File: src/rtl/apb_slave_pkg.sv
// ---------------------------------------------------------------------------
// apb_pkg
//   Shared definitions for the APB register-file slave, its bridge and bench.
//   Contents:
//     APB_AW / APB_DW    default word-address and data widths of the bus
//     apb_slv_state_e    slave handshake FSM state encoding
// ---------------------------------------------------------------------------
package apb_pkg;

  localparam int APB_AW = 8;
  localparam int APB_DW = 8;

  typedef enum logic [1:0] {
    IDLE  = 2'd0,
    WAIT  = 2'd1,
    READY = 2'd2
  } apb_slv_state_e;

endpackage

File: src/rtl/apb_slave_if.sv
// ---------------------------------------------------------------------------
// apb_slave_if
//   APB3 bus bundle between the bridge (master) and one register-file slave.
//   Signals:
//     psel, penable, pwrite, paddr, pwdata   master -> slave
//     pready, prdata, pslverr                slave  -> master
//   Modports: master (bridge side), slave (register-file side).
// ---------------------------------------------------------------------------
interface apb_slave_if
  import apb_pkg::*;
#(
  parameter int AW = APB_AW,
  parameter int DW = APB_DW
) ();

  logic          psel;
  logic          penable;
  logic          pwrite;
  logic [AW-1:0] paddr;
  logic [DW-1:0] pwdata;
  logic          pready;
  logic [DW-1:0] prdata;
  logic          pslverr;

  modport master (
    output psel, penable, pwrite, paddr, pwdata,
    input  pready, prdata, pslverr
  );

  modport slave (
    input  psel, penable, pwrite, paddr, pwdata,
    output pready, prdata, pslverr
  );

endinterface

File: src/rtl/apb_slave_regfile.sv
// ---------------------------------------------------------------------------
// apb_slave_regfile
//   DEPTH x DW flop storage for the APB slave. Cleared asynchronously by
//   presetn, one synchronous write port, one combinational read port.
//   Ports:
//     pclk, presetn   clock / async active-low clear
//     we_i            write enable (caller guarantees waddr_i < DEPTH)
//     waddr_i         write word index
//     wdata_i         write data
//     raddr_i         read word index
//     rdata_o         read data (combinational)
// ---------------------------------------------------------------------------
module apb_slave_regfile #(
  parameter int DW    = 8,
  parameter int DEPTH = 64,
  parameter int IW    = 6
) (
  input  logic          pclk,
  input  logic          presetn,
  input  logic          we_i,
  input  logic [IW-1:0] waddr_i,
  input  logic [DW-1:0] wdata_i,
  input  logic [IW-1:0] raddr_i,
  output logic [DW-1:0] rdata_o
);

  logic [DW-1:0] mem_q [DEPTH];

  always_ff @(posedge pclk or negedge presetn) begin
    if (!presetn) begin
      for (int i = 0; i < DEPTH; i++) mem_q[i] <= '0;
    end else if (we_i) begin
      mem_q[waddr_i] <= wdata_i;
    end
  end

  assign rdata_o = mem_q[raddr_i];

endmodule

File: src/rtl/apb_slave.sv
// ---------------------------------------------------------------------------
// apb_slave
//   APB3 register-file slave: setup/access handshake with WAIT_CYCLES wait
//   states, DEPTH-word storage, PSLVERR for word addresses >= DEPTH.
//   Ports:
//     pclk     APB clock, rising edge
//     presetn  asynchronous active-low reset
//     apb      apb_slave_if.slave bus (psel/penable/pwrite/paddr/pwdata in,
//              pready/prdata/pslverr out)
// ---------------------------------------------------------------------------
module apb_slave
  import apb_pkg::*;
#(
  parameter int AW          = APB_AW,
  parameter int DW          = APB_DW,
  parameter int DEPTH       = 64,
  parameter int WAIT_CYCLES = 0
) (
  input  logic       pclk,
  input  logic       presetn,
  apb_slave_if.slave apb
);

  localparam int          IW        = (DEPTH > 1) ? $clog2(DEPTH) : 1;
  localparam logic [3:0]  WCNT_INIT = 4'(WAIT_CYCLES);
  localparam logic [AW:0] DEPTH_W   = (AW+1)'(DEPTH);

  function automatic logic in_range(input logic [AW-1:0] a);
    return {1'b0, a} < DEPTH_W;
  endfunction

  apb_slv_state_e state_q, state_d;

  logic [AW-1:0] addr_q,   addr_d;
  logic          wr_q,     wr_d;
  logic [DW-1:0] wdata_q,  wdata_d;
  logic [3:0]    wcnt_q,   wcnt_d;
  logic [DW-1:0] prdata_q, prdata_d;

  logic          setup;
  logic          access;
  logic [AW-1:0] rd_addr;
  logic          rd_is_wr;
  logic [DW-1:0] rdata;
  logic          mem_we;

  // psel & penable without a preceding setup phase is never a setup here,
  // so a stray access-phase cycle in IDLE is ignored.
  assign setup  = (state_q == IDLE) && apb.psel && !apb.penable;
  assign access = apb.psel && apb.penable;

  // With zero wait states READY is entered straight from the setup edge,
  // before addr_q/wr_q hold the new transfer, so read from the bus then.
  assign rd_addr  = (state_q == IDLE) ? apb.paddr  : addr_q;
  assign rd_is_wr = (state_q == IDLE) ? apb.pwrite : wr_q;

  // State register
  always_ff @(posedge pclk or negedge presetn) begin
    if (!presetn) state_q <= IDLE;
    else          state_q <= state_d;
  end

  // Next-state logic
  always_comb begin
    state_d = state_q;
    unique case (state_q)
      IDLE:    if (setup) state_d = (WAIT_CYCLES > 0) ? WAIT : READY;
      WAIT: begin
        if (!access)              state_d = IDLE;
        else if (wcnt_q == 4'd1)  state_d = READY;
      end
      READY:   state_d = IDLE;
      default: state_d = IDLE;
    endcase
  end

  // Moore outputs; the write commits on the edge that ends READY and only
  // if the master is still in the access phase.
  always_comb begin
    apb.pready  = (state_q == READY);
    apb.pslverr = (state_q == READY) && !in_range(addr_q);
    mem_we      = (state_q == READY) && wr_q && in_range(addr_q) && access;
  end

  // Transfer capture, wait counter and read-data register
  always_comb begin
    addr_d   = addr_q;
    wr_d     = wr_q;
    wdata_d  = wdata_q;
    wcnt_d   = wcnt_q;
    prdata_d = prdata_q;
    if (setup) begin
      addr_d  = apb.paddr;
      wr_d    = apb.pwrite;
      wdata_d = apb.pwdata;
      wcnt_d  = WCNT_INIT;
    end else if ((state_q == WAIT) && access) begin
      wcnt_d = wcnt_q - 4'd1;
    end
    if ((state_d == READY) && (state_q != READY) && !rd_is_wr)
      prdata_d = in_range(rd_addr) ? rdata : '0;
  end

  always_ff @(posedge pclk or negedge presetn) begin
    if (!presetn) begin
      addr_q   <= '0;
      wr_q     <= 1'b0;
      wdata_q  <= '0;
      wcnt_q   <= '0;
      prdata_q <= '0;
    end else begin
      addr_q   <= addr_d;
      wr_q     <= wr_d;
      wdata_q  <= wdata_d;
      wcnt_q   <= wcnt_d;
      prdata_q <= prdata_d;
    end
  end

  assign apb.prdata = prdata_q;

  apb_slave_regfile #(
    .DW    (DW),
    .DEPTH (DEPTH),
    .IW    (IW)
  ) u_regfile (
    .pclk    (pclk),
    .presetn (presetn),
    .we_i    (mem_we),
    .waddr_i (addr_q[IW-1:0]),
    .wdata_i (wdata_q),
    .raddr_i (rd_addr[IW-1:0]),
    .rdata_o (rdata)
  );

endmodule

File: src/flat_wrapper.sv
// flat-port wrapper written by rule: the top's interface ports become plain ports
module apb_slave_flat import apb_pkg::*;
#(
  parameter int AW          = APB_AW,
  parameter int DW          = APB_DW,
  parameter int DEPTH       = 64,
  parameter int WAIT_CYCLES = 0
)
  (pclk, presetn, apb_psel, apb_penable, apb_pwrite, apb_paddr, apb_pwdata, apb_pready, apb_prdata, apb_pslverr);
  apb_slave_if #(.AW(AW), .DW(DW)) apb_i ();
  input  logic pclk;
  input  logic presetn;
  input wire logic [$bits(apb_i.psel)-1:0] apb_psel;
  input wire logic [$bits(apb_i.penable)-1:0] apb_penable;
  input wire logic [$bits(apb_i.pwrite)-1:0] apb_pwrite;
  input wire logic [$bits(apb_i.paddr)-1:0] apb_paddr;
  input wire logic [$bits(apb_i.pwdata)-1:0] apb_pwdata;
  output wire logic [$bits(apb_i.pready)-1:0] apb_pready;
  output wire logic [$bits(apb_i.prdata)-1:0] apb_prdata;
  output wire logic [$bits(apb_i.pslverr)-1:0] apb_pslverr;
  assign apb_i.psel = apb_psel;
  assign apb_i.penable = apb_penable;
  assign apb_i.pwrite = apb_pwrite;
  assign apb_i.paddr = apb_paddr;
  assign apb_i.pwdata = apb_pwdata;
  assign apb_pready = apb_i.pready;
  assign apb_prdata = apb_i.prdata;
  assign apb_pslverr = apb_i.pslverr;
  apb_slave #(.AW(AW), .DW(DW), .DEPTH(DEPTH), .WAIT_CYCLES(WAIT_CYCLES)) u_core (.pclk(pclk), .presetn(presetn), .apb(apb_i));
endmodule
File: config.mk
export PLATFORM = sky130hd
export DESIGN_NAME = apb_slave_flat
export DESIGN_NICKNAME = d
export VERILOG_FILES = /design/src/rtl/apb_slave_pkg.sv /design/src/rtl/apb_slave_if.sv /design/src/rtl/apb_slave_regfile.sv /design/src/rtl/apb_slave.sv /design/src/flat_wrapper.sv
export SDC_FILE = /design/constraint.sdc
export NUM_CORES = 1
export LEC_CHECK = 0
export BUFFER_PORTS_ARGS = -buffer_cell sky130_fd_sc_hd__clkbuf_2
export CAP_MARGIN = 20
export CORE_MARGIN = 4
export CORE_UTILIZATION = 45
export CTS_BUF_LIST = sky130_fd_sc_hd__clkbuf_8
export DETAILED_ROUTE_END_ITERATION = 8
export PLACE_DENSITY = 0.66
export SLEW_MARGIN = 20
export SYNTH_ARGS = -nofsm -noshare
export SYNTH_HDL_FRONTEND = slang
export SYNTH_SLANG_ARGS = --single-unit
File: constraint.sdc
create_clock -name pclk -period 5.4 [get_ports pclk]
set_input_delay 1.08 -clock pclk [delete_from_list [all_inputs] [get_ports pclk]]
set_output_delay 1.08 -clock pclk [all_outputs]
set_load 0.03 [all_outputs]
==> impl_metrics.csv <==
group,metric,value,unit
timing,period_share,0.773,
layout,regArea,13600,sq um
synth,synth.avg_cell_area,12.8,sq um
job,max_cap_viol_count,0,
clock_network,numCtsBuffers,89,
synth,ys_warn_count,0,
synth,syn_area,25500,sq um
placement,placed_cells,2651,
synth,synthSimpleGateAreaFrac,0.0938,
synth,synth_seq_cells,543,
grt,antenna_found_initial,3,
drt,viasPerCell,5.99,
clock_network,clockRootBuffer,"clkbuf_8",
layout,multi_input_area,11300,sq um
clock_network,cts_tree,"yes",
synth,synthAdderAreaFrac,0.000983,
clock_network,cts_buffer_depth,3,
synth,synthTopCellsByArea,"dfrtp_1, mux2_2, mux4_2",
pwr,switchingPower,2460,uW
floorplanning,die-area,60400,sq um
floorplanning,num_io_pins,31,
floorplanning,start_util,0.458,
layout,nFillCells,4853,
floorplanning,chipWidth,246,um
grt,grt_max_degree,142,
pwr,intPower,6310,uW
critical_path,crit_fanout,33,
critical_path,cp.required,5900,ps
synth,synth_edf_count,0,
synth,synth-seq-area-share,0.534,
clock_network,cts-resized-gates,0,
drt,drt-initial-drc-count,1305,
critical_path,crit_slowest_cell,"o41ai_1",
drt,ant_nets,0,
pwr,p_sw_frac,0.280,
grt,grtUsageTotal,0.229,
synth,yosys.area.top_type,"dfrtp_1",
timing,hold_viol,0,
timing,clock_skew,18.4,ps
synth,yosysMostFrequentCell,"dfrtp_1",
synth,synthDominantCellAreaShare,0.534,
drt,wire_per_inst,24.5,um
drt,vias,16841,
clock_network,post_cts_buffers,0,
timing,setup_violations,0,
critical_path,critical-path-max-stage-delay,920,ps
pwr,p_seq_frac,0.488,
floorplanning,die_height,246,um
synth,synthMuxAreaShare,0.292,
synth,synthCells,1990,
timing,fmaxAchievable,0.240,GHz
timing,fin_crit,4170,ps
placement,gp_congestion,0.901,
critical_path,critical-path-top-delay-family,"compound AO/OA/AOI/OAI gates",
critical_path,critPathArrivalTime,4670,ps
synth,synth_cell_type_count,64,
drt,drc,0,
timing,slew_violations,0,
clock_network,clk_pin_slew,60,ps
min_path,hp-class,"in2async",
timing,worstMarginPinSlew,1090,ps
drt,wirelength,69.0,mm
critical_path,crit_type,"reg2reg",
clock_network,htreeDepth,3,
floorplanning,rows,86,
grt,grt_overflow_total,0,
floorplanning,core,55500,sq um
synth,synthArstFlopShare,1.00,
timing,whs,426,ps
clock_network,insertion_delay,680,ps
synth,synthFlopType,"dfrtp_1",
critical_path,crit_buf_inv,1,
timing,rsz0062_at_grt,"no",
pwr,p_per_area,313,nW/um^2
placement,io_buffers,30,
placement,dp_hpwl,43.6,mm
drt,drt-pass1-iter-count,5,
placement,place_area,26300,sq um
layout,drive_above_1_share,0.407,
synth,synth_top_family_by_area,"multiplexers",
pwr,power_frac_comb,0.103,
synth,synth_compound_area_frac,0.0523,
synth,synthTopCellsByCount,"dfrtp_1, mux2_2, nand2_1",
timing,slew_headroom,0.271,
pwr,max-vdd-ir-drop,0.000215,V
layout,design_area,28100,sq um
clock_network,postCtsHoldBufs,0,
pwr,clkPwrFrac,0.409,
grt,grt_pass1_wl,107,mm
critical_path,cp-end-kind,"flop",
synth,synth_xor_area_frac,0.000688,
timing,final.setup.tns,0,ps
grt,grt_pass1_vias,17397,
critical_path,cp_cell_sequence,"o21a_1, nor2_4, buf_4, nand2_1, a311o_1, a21oi_1, o41ai_1, nand4_1",
outcome,status,"complete, no violations",
pwr,power_leakage,0.0134,uW
layout,instances_no_fill,2812,
synth,syn-num-nets,2013,
layout,area_delta_synth_final,10.2,%
layout,nets,2017,
pwr,design_power_total,8770,uW
clock_network,cts_num_sinks,543,
critical_path,cp-start-kind,"flop",
==> flip-flops by register name, summed over array words and instances (netlist names) <==
register and count:
u_core.addr_q 8, u_core.apb.prdata 8, u_core.state_q 2, u_core.u_regfile.mem_q 512, u_core.wcnt_q 4, u_core.wdata_q 8
u_core.wr_q 1
==> cells in the final DEF, fill, tap and decap left out, types with 6 or more instances in the layout <==
cell / n
o21a_1: 8
o41ai_1: 6
nor2_1: 21
a32oi_1: 10
a32o_1: 7
a311oi_1: 8
nand4_1: 9
inv_1: 40
a31oi_1: 10
dfrtp_1: 535
a22o_1: 7
nor2b_1: 7
a311o_1: 7
nand3_1: 88
nand2b_1: 6
o21ai_0: 35
clkbuf_2: 29
nor2_2: 32
o31ai_1: 7
mux2_2: 528
buf_4: 28
a2111oi_0: 13
clkbuf_8: 114
a21oi_1: 28
nand2_1: 251
and3_1: 44
mux4_2: 55
dfrtp_2: 7
mux2i_1: 22
nand2_2: 8
==> metrics by stage <==
step                setup WS [ps]   util
floorplan                    2270      -
global placement             1230  0.473
detailed placement           1220  0.473
CTS                          1370  0.505
global route                  991  0.505
finish                       1230  0.505
==> area by class of cell <==
class,instances,area share
inverters,4,0.000535
clock buffers,114,0.0559
multi-input cells,1294,0.401
well taps,748,0.0334
flip-flops and latches,543,0.485
diodes,1,0.0000892
clock inverters,46,0.00816
repair buffers,62,0.0161
==> kinds of logic (layout without fill, tap and decap cells) <==
kind of cell	after synthesis	in the layout
compound gates	180	180
simple gates	502	502
other cells	0	1
xor+xnor	2	2
mux	608	608
fa+ha+maj	2	2
buf+inv	153	226
flops	543	543
==> layer usage <==
metal  global-route usage  part of all wire  up-vias
met5                    0           0.00022        -
met4               0.0776             0.029        4
met3               0.0565             0.072      140
met2                0.355              0.46      597
met1                0.318              0.43     8861
li1                     -                 -     7239
==> worst paths after layout <==
kind                                                               from                                 endpoint  slack (ps)  cells past startpoint
worst min register to register  u_core.u_regfile.mem_q[339]$_DFFE_PN0P_  u_core.u_regfile.mem_q[339]$_DFFE_PN0P_         500                      1
worst max register to register              u_core.state_q[0]$_DFF_PN0_         u_core.apb.prdata[2]$_DFFE_PN0P_        1230                      8
worst min-delay path                                            presetn  u_core.u_regfile.mem_q[101]$_DFFE_PN0P_         430                      1
max in group asynchronous                                       presetn  u_core.u_regfile.mem_q[449]$_DFFE_PN0P_        3590                      2
worst max-delay path                        u_core.state_q[0]$_DFF_PN0_         u_core.apb.prdata[2]$_DFFE_PN0P_        1230                      8
min in group pclk               u_core.u_regfile.mem_q[339]$_DFFE_PN0P_  u_core.u_regfile.mem_q[339]$_DFFE_PN0P_         500                      1
==> power by group through the flow <==
stage	combinational (uW)	clock [uW]	sequential, uW
after floorplan	580	0	4250
after global placement	890	0	4340
after detailed placement	899	0	4340
after CTS	902	3660	4270
after global routing	964	3860	4290
final	901	3590	4280
(Power assumes the default switching activity.)
